## config.mk

```make
export PLATFORM = sky130hd
export DESIGN_NAME = mux_n_w_pack_flat
export DESIGN_NICKNAME = d
export VERILOG_FILES = /design/src/rtl/mux_n_w_pack_if.sv /design/src/rtl/mux_n_w_pack.sv /design/src/flat_wrapper.sv
export SDC_FILE = /design/constraint.sdc
export NUM_CORES = 1
export LEC_CHECK = 0
export BUFFER_PORTS_ARGS = -buffer_cell sky130_fd_sc_hd__buf_2
export CAP_MARGIN = 20
export CELL_PAD_IN_SITES_DETAIL_PLACEMENT = 1
export CELL_PAD_IN_SITES_GLOBAL_PLACEMENT = 1
export CORE_MARGIN = 4
export CORE_UTILIZATION = 35
export DETAILED_ROUTE_END_ITERATION = 16
export PLACE_DENSITY = 0.64
export SETUP_SLACK_MARGIN = 0.1
export SLEW_MARGIN = 30
export SYNTH_ARGS = -nofsm -noshare
export SYNTH_HDL_FRONTEND = slang
export SYNTH_SLANG_ARGS = --single-unit
```

## constraint.sdc

```tcl
create_clock -name clk_4f -period 1.66 [get_ports clk_4f]
set_input_delay 0.166 -clock clk_4f [delete_from_list [all_inputs] [get_ports clk_4f]]
set_output_delay 0.166 -clock clk_4f [all_outputs]
set_load 0.1 [all_outputs]
```

## src/rtl/mux_n_w_pack_if.sv

```systemverilog
// Narrow-to-wide packer bus: input beat handshake plus packed-word output handshake.
// MUX_PACK_PARITY_EN adds the per-lane parity_out signal.
interface mux_n_w_pack_if #(
    parameter int unsigned IN_W  = 8,
    parameter int unsigned RATIO = 4
);
    localparam int unsigned OUT_W = IN_W * RATIO;
    localparam int unsigned CNT_W = $clog2(RATIO + 1);

    logic [IN_W-1:0]  data_in;
    logic             valid_in;
    logic             last_in;
    logic             ready_in;
    logic [OUT_W-1:0] data_out;
    logic             valid_out;
    logic             ready_out;
    logic             last_out;
    logic [CNT_W-1:0] beats_out;
`ifdef MUX_PACK_PARITY_EN
    logic [RATIO-1:0] parity_out;

    modport master (
        output data_in, valid_in, last_in, ready_out,
        input  ready_in, data_out, valid_out, last_out, beats_out, parity_out
    );
    modport slave (
        input  data_in, valid_in, last_in, ready_out,
        output ready_in, data_out, valid_out, last_out, beats_out, parity_out
    );
`else
    modport master (
        output data_in, valid_in, last_in, ready_out,
        input  ready_in, data_out, valid_out, last_out, beats_out
    );
    modport slave (
        input  data_in, valid_in, last_in, ready_out,
        output ready_in, data_out, valid_out, last_out, beats_out
    );
`endif
endinterface

```

## src/rtl/mux_n_w_pack.sv

```systemverilog
// Packs RATIO beats of IN_W bits into one MSB-first word, with frame-end flush and a beat count.
// Optional feature: MUX_PACK_PARITY_EN adds a registered per-lane parity output.
module mux_n_w_pack #(
    parameter int unsigned IN_W  = 8,
    parameter int unsigned RATIO = 4
) (
    input logic           clk_4f,
    input logic           reset,
    mux_n_w_pack_if.slave bus
);
    localparam int unsigned OUT_W = IN_W * RATIO;
    localparam int unsigned CNT_W = $clog2(RATIO + 1);
    localparam logic [CNT_W-1:0] LastCnt = CNT_W'(RATIO - 1);

    logic [CNT_W-1:0] cnt_q, cnt_d;
    logic [OUT_W-1:0] acc_q, acc_d;
    logic [OUT_W-1:0] data_q, data_d;
    logic             valid_q, valid_d;
    logic             last_q, last_d;
    logic [CNT_W-1:0] beats_q, beats_d;
    logic [OUT_W-1:0] merged;
    logic             ready;
    logic             accept;
    logic             emit;

    assign ready  = !valid_q | bus.ready_out;
    assign accept = bus.valid_in & ready;
    assign emit   = accept & ((cnt_q == LastCnt) | bus.last_in);

    // Lanes above the current beat are forced to zero so a flushed word is zero-padded.
    always_comb begin
        merged = '0;
        for (int unsigned i = 0; i < RATIO; i++) begin
            if (CNT_W'(i) < cnt_q) begin
                merged[OUT_W-1-i*IN_W -: IN_W] = acc_q[OUT_W-1-i*IN_W -: IN_W];
            end else if (CNT_W'(i) == cnt_q) begin
                merged[OUT_W-1-i*IN_W -: IN_W] = bus.data_in;
            end
        end
    end

    always_comb begin
        cnt_d   = cnt_q;
        acc_d   = acc_q;
        data_d  = data_q;
        valid_d = valid_q;
        last_d  = last_q;
        beats_d = beats_q;
        if (valid_q && bus.ready_out) begin
            valid_d = 1'b0;
        end
        if (emit) begin
            cnt_d   = '0;
            acc_d   = '0;
            data_d  = merged;
            valid_d = 1'b1;
            last_d  = bus.last_in;
            beats_d = cnt_q + CNT_W'(1);
        end else if (accept) begin
            cnt_d = cnt_q + CNT_W'(1);
            acc_d = merged;
        end
    end

    always_ff @(posedge clk_4f or negedge reset) begin
        if (!reset) begin
            cnt_q   <= '0;
            acc_q   <= '0;
            data_q  <= '0;
            valid_q <= 1'b0;
            last_q  <= 1'b0;
            beats_q <= '0;
        end else begin
            cnt_q   <= cnt_d;
            acc_q   <= acc_d;
            data_q  <= data_d;
            valid_q <= valid_d;
            last_q  <= last_d;
            beats_q <= beats_d;
        end
    end

    assign bus.ready_in  = ready;
    assign bus.data_out  = data_q;
    assign bus.valid_out = valid_q;
    assign bus.last_out  = last_q;
    assign bus.beats_out = beats_q;

`ifdef MUX_PACK_PARITY_EN
    logic [RATIO-1:0] parity_q, parity_d;

    // Parity bits are MSB-aligned like the data: the top bit belongs to the first lane.
    always_comb begin
        parity_d = parity_q;
        if (emit) begin
            for (int unsigned i = 0; i < RATIO; i++) begin
                parity_d[RATIO-1-i] = ^merged[OUT_W-1-i*IN_W -: IN_W];
            end
        end
    end

    always_ff @(posedge clk_4f or negedge reset) begin
        if (!reset) begin
            parity_q <= '0;
        end else begin
            parity_q <= parity_d;
        end
    end

    assign bus.parity_out = parity_q;
`endif
endmodule

```

## src/flat_wrapper.sv

```systemverilog
// flat-port wrapper written by rule: the top's interface ports become plain ports
module mux_n_w_pack_flat 
#(
    parameter int unsigned IN_W  = 8,
    parameter int unsigned RATIO = 4
)
  (clk_4f, reset, bus_data_in, bus_valid_in, bus_last_in, bus_ready_out, bus_ready_in, bus_data_out, bus_valid_out, bus_last_out, bus_beats_out);
  mux_n_w_pack_if #(.IN_W(IN_W), .RATIO(RATIO)) bus_i ();
  input logic clk_4f;
  input logic reset;
  input wire logic [$bits(bus_i.data_in)-1:0] bus_data_in;
  input wire logic [$bits(bus_i.valid_in)-1:0] bus_valid_in;
  input wire logic [$bits(bus_i.last_in)-1:0] bus_last_in;
  input wire logic [$bits(bus_i.ready_out)-1:0] bus_ready_out;
  output wire logic [$bits(bus_i.ready_in)-1:0] bus_ready_in;
  output wire logic [$bits(bus_i.data_out)-1:0] bus_data_out;
  output wire logic [$bits(bus_i.valid_out)-1:0] bus_valid_out;
  output wire logic [$bits(bus_i.last_out)-1:0] bus_last_out;
  output wire logic [$bits(bus_i.beats_out)-1:0] bus_beats_out;
  assign bus_i.data_in = bus_data_in;
  assign bus_i.valid_in = bus_valid_in;
  assign bus_i.last_in = bus_last_in;
  assign bus_i.ready_out = bus_ready_out;
  assign bus_ready_in = bus_i.ready_in;
  assign bus_data_out = bus_i.data_out;
  assign bus_valid_out = bus_i.valid_out;
  assign bus_last_out = bus_i.last_out;
  assign bus_beats_out = bus_i.beats_out;
  mux_n_w_pack #(.IN_W(IN_W), .RATIO(RATIO)) u_core (.clk_4f(clk_4f), .reset(reset), .bus(bus_i));
endmodule
```

==> impl_metrics.py <==
metrics = {
    "final_layout": {
        "fin_cells": 491,
        "num-nets-final": 375,
        "n_fill_cell": 1047,
        "final_cell_mix": "dfrtp_1, buf_2, buf_4",
        "area_delta_synth_final_pct": 27.4,
        "drive_above_1_share_pct": 42.3,
        "antenna_cells": 0,
        "final_common_cell": "dfrtp_1",
    },
    "sta": {
        "finalCriticalPeriod_ps": 1580,
        "hold_ws_ps": 161,
        "fin_skew_ps": 9.86,
        "slew_viol_final": 0,
        "period_share_pct": 95.4,
        "tightest_slew_ps": 494,
        "setup_violations": 0,
        "slew_headroom_pct": 67.3,
        "fin_ws_ps": 77.1,
        "setup_tns_ps": 0,
        "max_freq_ghz": 0.632,
        "hold_viol_final": 0,
        "rsz0062_at_grt": "yes",
    },
    "floorplanning": {
        "start_util_pct": 36.2,
        "fp-row-count": 35,
        "dieArea_mm2": 0.0113,
        "die_x_um": 106,
        "core_area_mm2": 0.00933,
        "pin_count": 51,
        "die_h_um": 106,
    },
    "synth": {
        "syn_area_mm2": 0.00337,
        "yosys.cell_types.count": 41,
        "post_synth.cell_area_avg_um2": 12.2,
        "synth_fp_nets": 292,
        "synth_edf_count": 0,
        "ys_seq_area_share_pct": 53.4,
        "yosysTopAreaCellShare_pct": 53.4,
        "ys_ff_latch": 72,
        "synth_cells": 276,
        "synthArstFlopShare_pct": 100,
        "synth_area_leaders": "dfrtp_1, mux2_2, a22o_1",
        "yosysWarnings": 0,
        "synth_ff_type": "dfrtp_1",
        "yosysTopAreaCell": "dfrtp_1",
    },
    "setup_path": {
        "arrival_ps": 1810,
        "end_kind": "flop",
        "crit_path_start": "u_core.cnt_q[2]",
        "r2r-start": "u_core.cnt_q[2]",
        "cp_slowest_cell": "dfrtp_2",
        "cp_cell_sequence": "and3b_2, o211ai_4, buf_12, mux2_2",
        "critPathTopFamily": "flip-flops",
        "start_kind": "flop",
        "critical_path_required_ps": 1880,
        "worstPathMaxFanout": 14,
        "path_class": "flop to flop",
        "critPathBufInv": 1,
        "slowest_delay_ps": 450,
    },
    "run": {
        "maxCapViolCount": 0,
    },
    "detailed_routing": {
        "dr.pass1.iters": 4,
        "drc": 0,
        "post_drt_wl_per_cell_um": 18.0,
        "vias": 2514,
        "wl_mm": 8.84,
        "ant_nets": 0,
        "via_per_inst": 5.12,
        "drt_iter0_markers": 108,
    },
    "pwr": {
        "p_total_mw": 6.74,
        "ir_drop_mv": 1.27,
        "p_per_area_mw_per_mm2": 1570,
        "p_leak_nw": 2.13,
    },
    "placed_design": {
        "place_ws_ps": -22.5,
        "place_congestion": 0.804,
        "port_buffers": 50,
        "dp_cells": 467,
        "dp_hpwl_mm": 5.99,
    },
    "global_route": {
        "grt_util_all_layers_pct": 16.6,
        "grt_util_met3_pct": 2.79,
        "grt_pass1_vias": 2751,
        "antenna_found_initial": 0,
        "grt_pass1_wl_mm": 14.5,
        "grt.busiest_layer": "met2",
        "grt_start_max_net_pins": 73,
        "grt_util_met2_pct": 28.1,
        "grt.overflow.total": 0,
        "met1_usage_pct": 21.7,
    },
    "cts": {
        "cts_tree": "built",
        "cts_num_sinks": 72,
        "clkLatencyLatePin_ps": 340,
        "cts_buffers": 9,
        "cts-root-buf": "clkbuf_8",
        "cts-htree-levels": 3,
        "clk_pin_slew_ps": 80,
        "clock_path_buffers": 2,
    },
    "hold_path": {
        "hp-start": "bus_ready_out",
        "hold_path.class": "primary input to flop",
    },
    "run_status": {
        "status": "completed",
    },
}
[cells by family (layout without fill, tap and decap cells)]
| family | after synthesis | in the layout | share of synthesized area (%) |
|---|---|---|---|
| adders and majority gates | 3 | 3 | 1.11 |
| and+or+nand+nor | 51 | 51 | 9.05 |
| muxes | 43 | 43 | 13.8 |
| xor gates and xnor gates | 2 | 2 | 0.520 |
| DFF | 72 | 72 | 53.4 |
| buffers and inverters | 47 | 133 | 6.46 |
| AOI/OAI and AO/OA | 58 | 58 | 15.7 |
[per-stage QoR]
stage          utilization [%]  instance area [µm²]
2_1_floorplan                -                 3450
3_3_place_gp              42.8                 3990
3_5_place_dp              42.8                 3990
4_1_cts                   45.8                 4270
5_1_grt                   46.0                 4300
6_report                  46.0                 4300
[what timing repair did]
item,4_1_cts,5_1_grt
hold buffers,1,0
pin swaps,3,0
hold endpoints to repair,72,0
cloned,1,0
buffers inserted,8,0
setup endpoints to repair,62,59
resized for setup,12,5
[layout make-up]
type                       instances  area, µm²  share of cell area, %
inverter                          29        125                   2.91
multi-input combinational        157       1410                   32.8
clock inverter                     5       50.0                   1.17
sequential                        72       1810                   42.1
clock buffer                       9        124                   2.88
timing repair buffer              90        618                   14.4
tap                              129        161                   3.76
[path summary, 6_finish.rpt]
check | end | slack (ps) | cells after the start
max in group asynchronous | u_core.cnt_q[0] | 920 | 3
min | u_core.bus.valid_out | 160 | 4
max | u_core.bus.data_out[30] | 80 | 4
min reg2reg | u_core.bus.last_out | 490 | 1
min in group asynchronous | u_core.bus.data_out[17] | 380 | 3
max reg2reg | u_core.bus.data_out[30] | 80 | 4
[cells in the mapped netlist, types with 2 or more instances]
master    count
dfrtp_1      72
inv_1        26
mux2_2       26
nand2_1      25
a22o_1       24
mux2i_1      16
buf_2         9
o32ai_1       9
a32o_1        8
a32oi_1       8
and2_1        8
buf_4         4
ha_1          3
inv_2         3
o21ai_0       3
buf_6         2
clkbuf_1      2
nand4_1       2
nor2_1        2
nor2b_1       2
xor2_1        2
[routing by layer]
layer	wire length [µm]	share of wire [%]	up-vias
met2	4430	50	45
li1	-	-	1165
met3	290	3.3	9
met1	4030	46	1295
met5	0	0	-
met4	80	0.91	0
[power by group]
group | switching, mW | total (mW) | internal (mW)
registers | 0.169 | 2.22 | 2.05
clock network | 0.633 | 1.30 | 0.667
logic | 2.41 | 3.22 | 0.807
total | 3.21 | 6.74 | 3.53
[tightest hold or removal path: stages]
cell and delay [ps]:
buf_2 100, nor2b_4 80, inv_16 80, nand2_1 40
[state kept, by name, indices dropped and copies added, names as in the netlist]
signal	count
u_core.cnt_q	3
u_core.bus.beats_out	3
u_core.bus.valid_out	1
u_core.bus.last_out	1
u_core.acc_q	32
u_core.bus.data_out	32
Power figures use the tool's default switching activity.
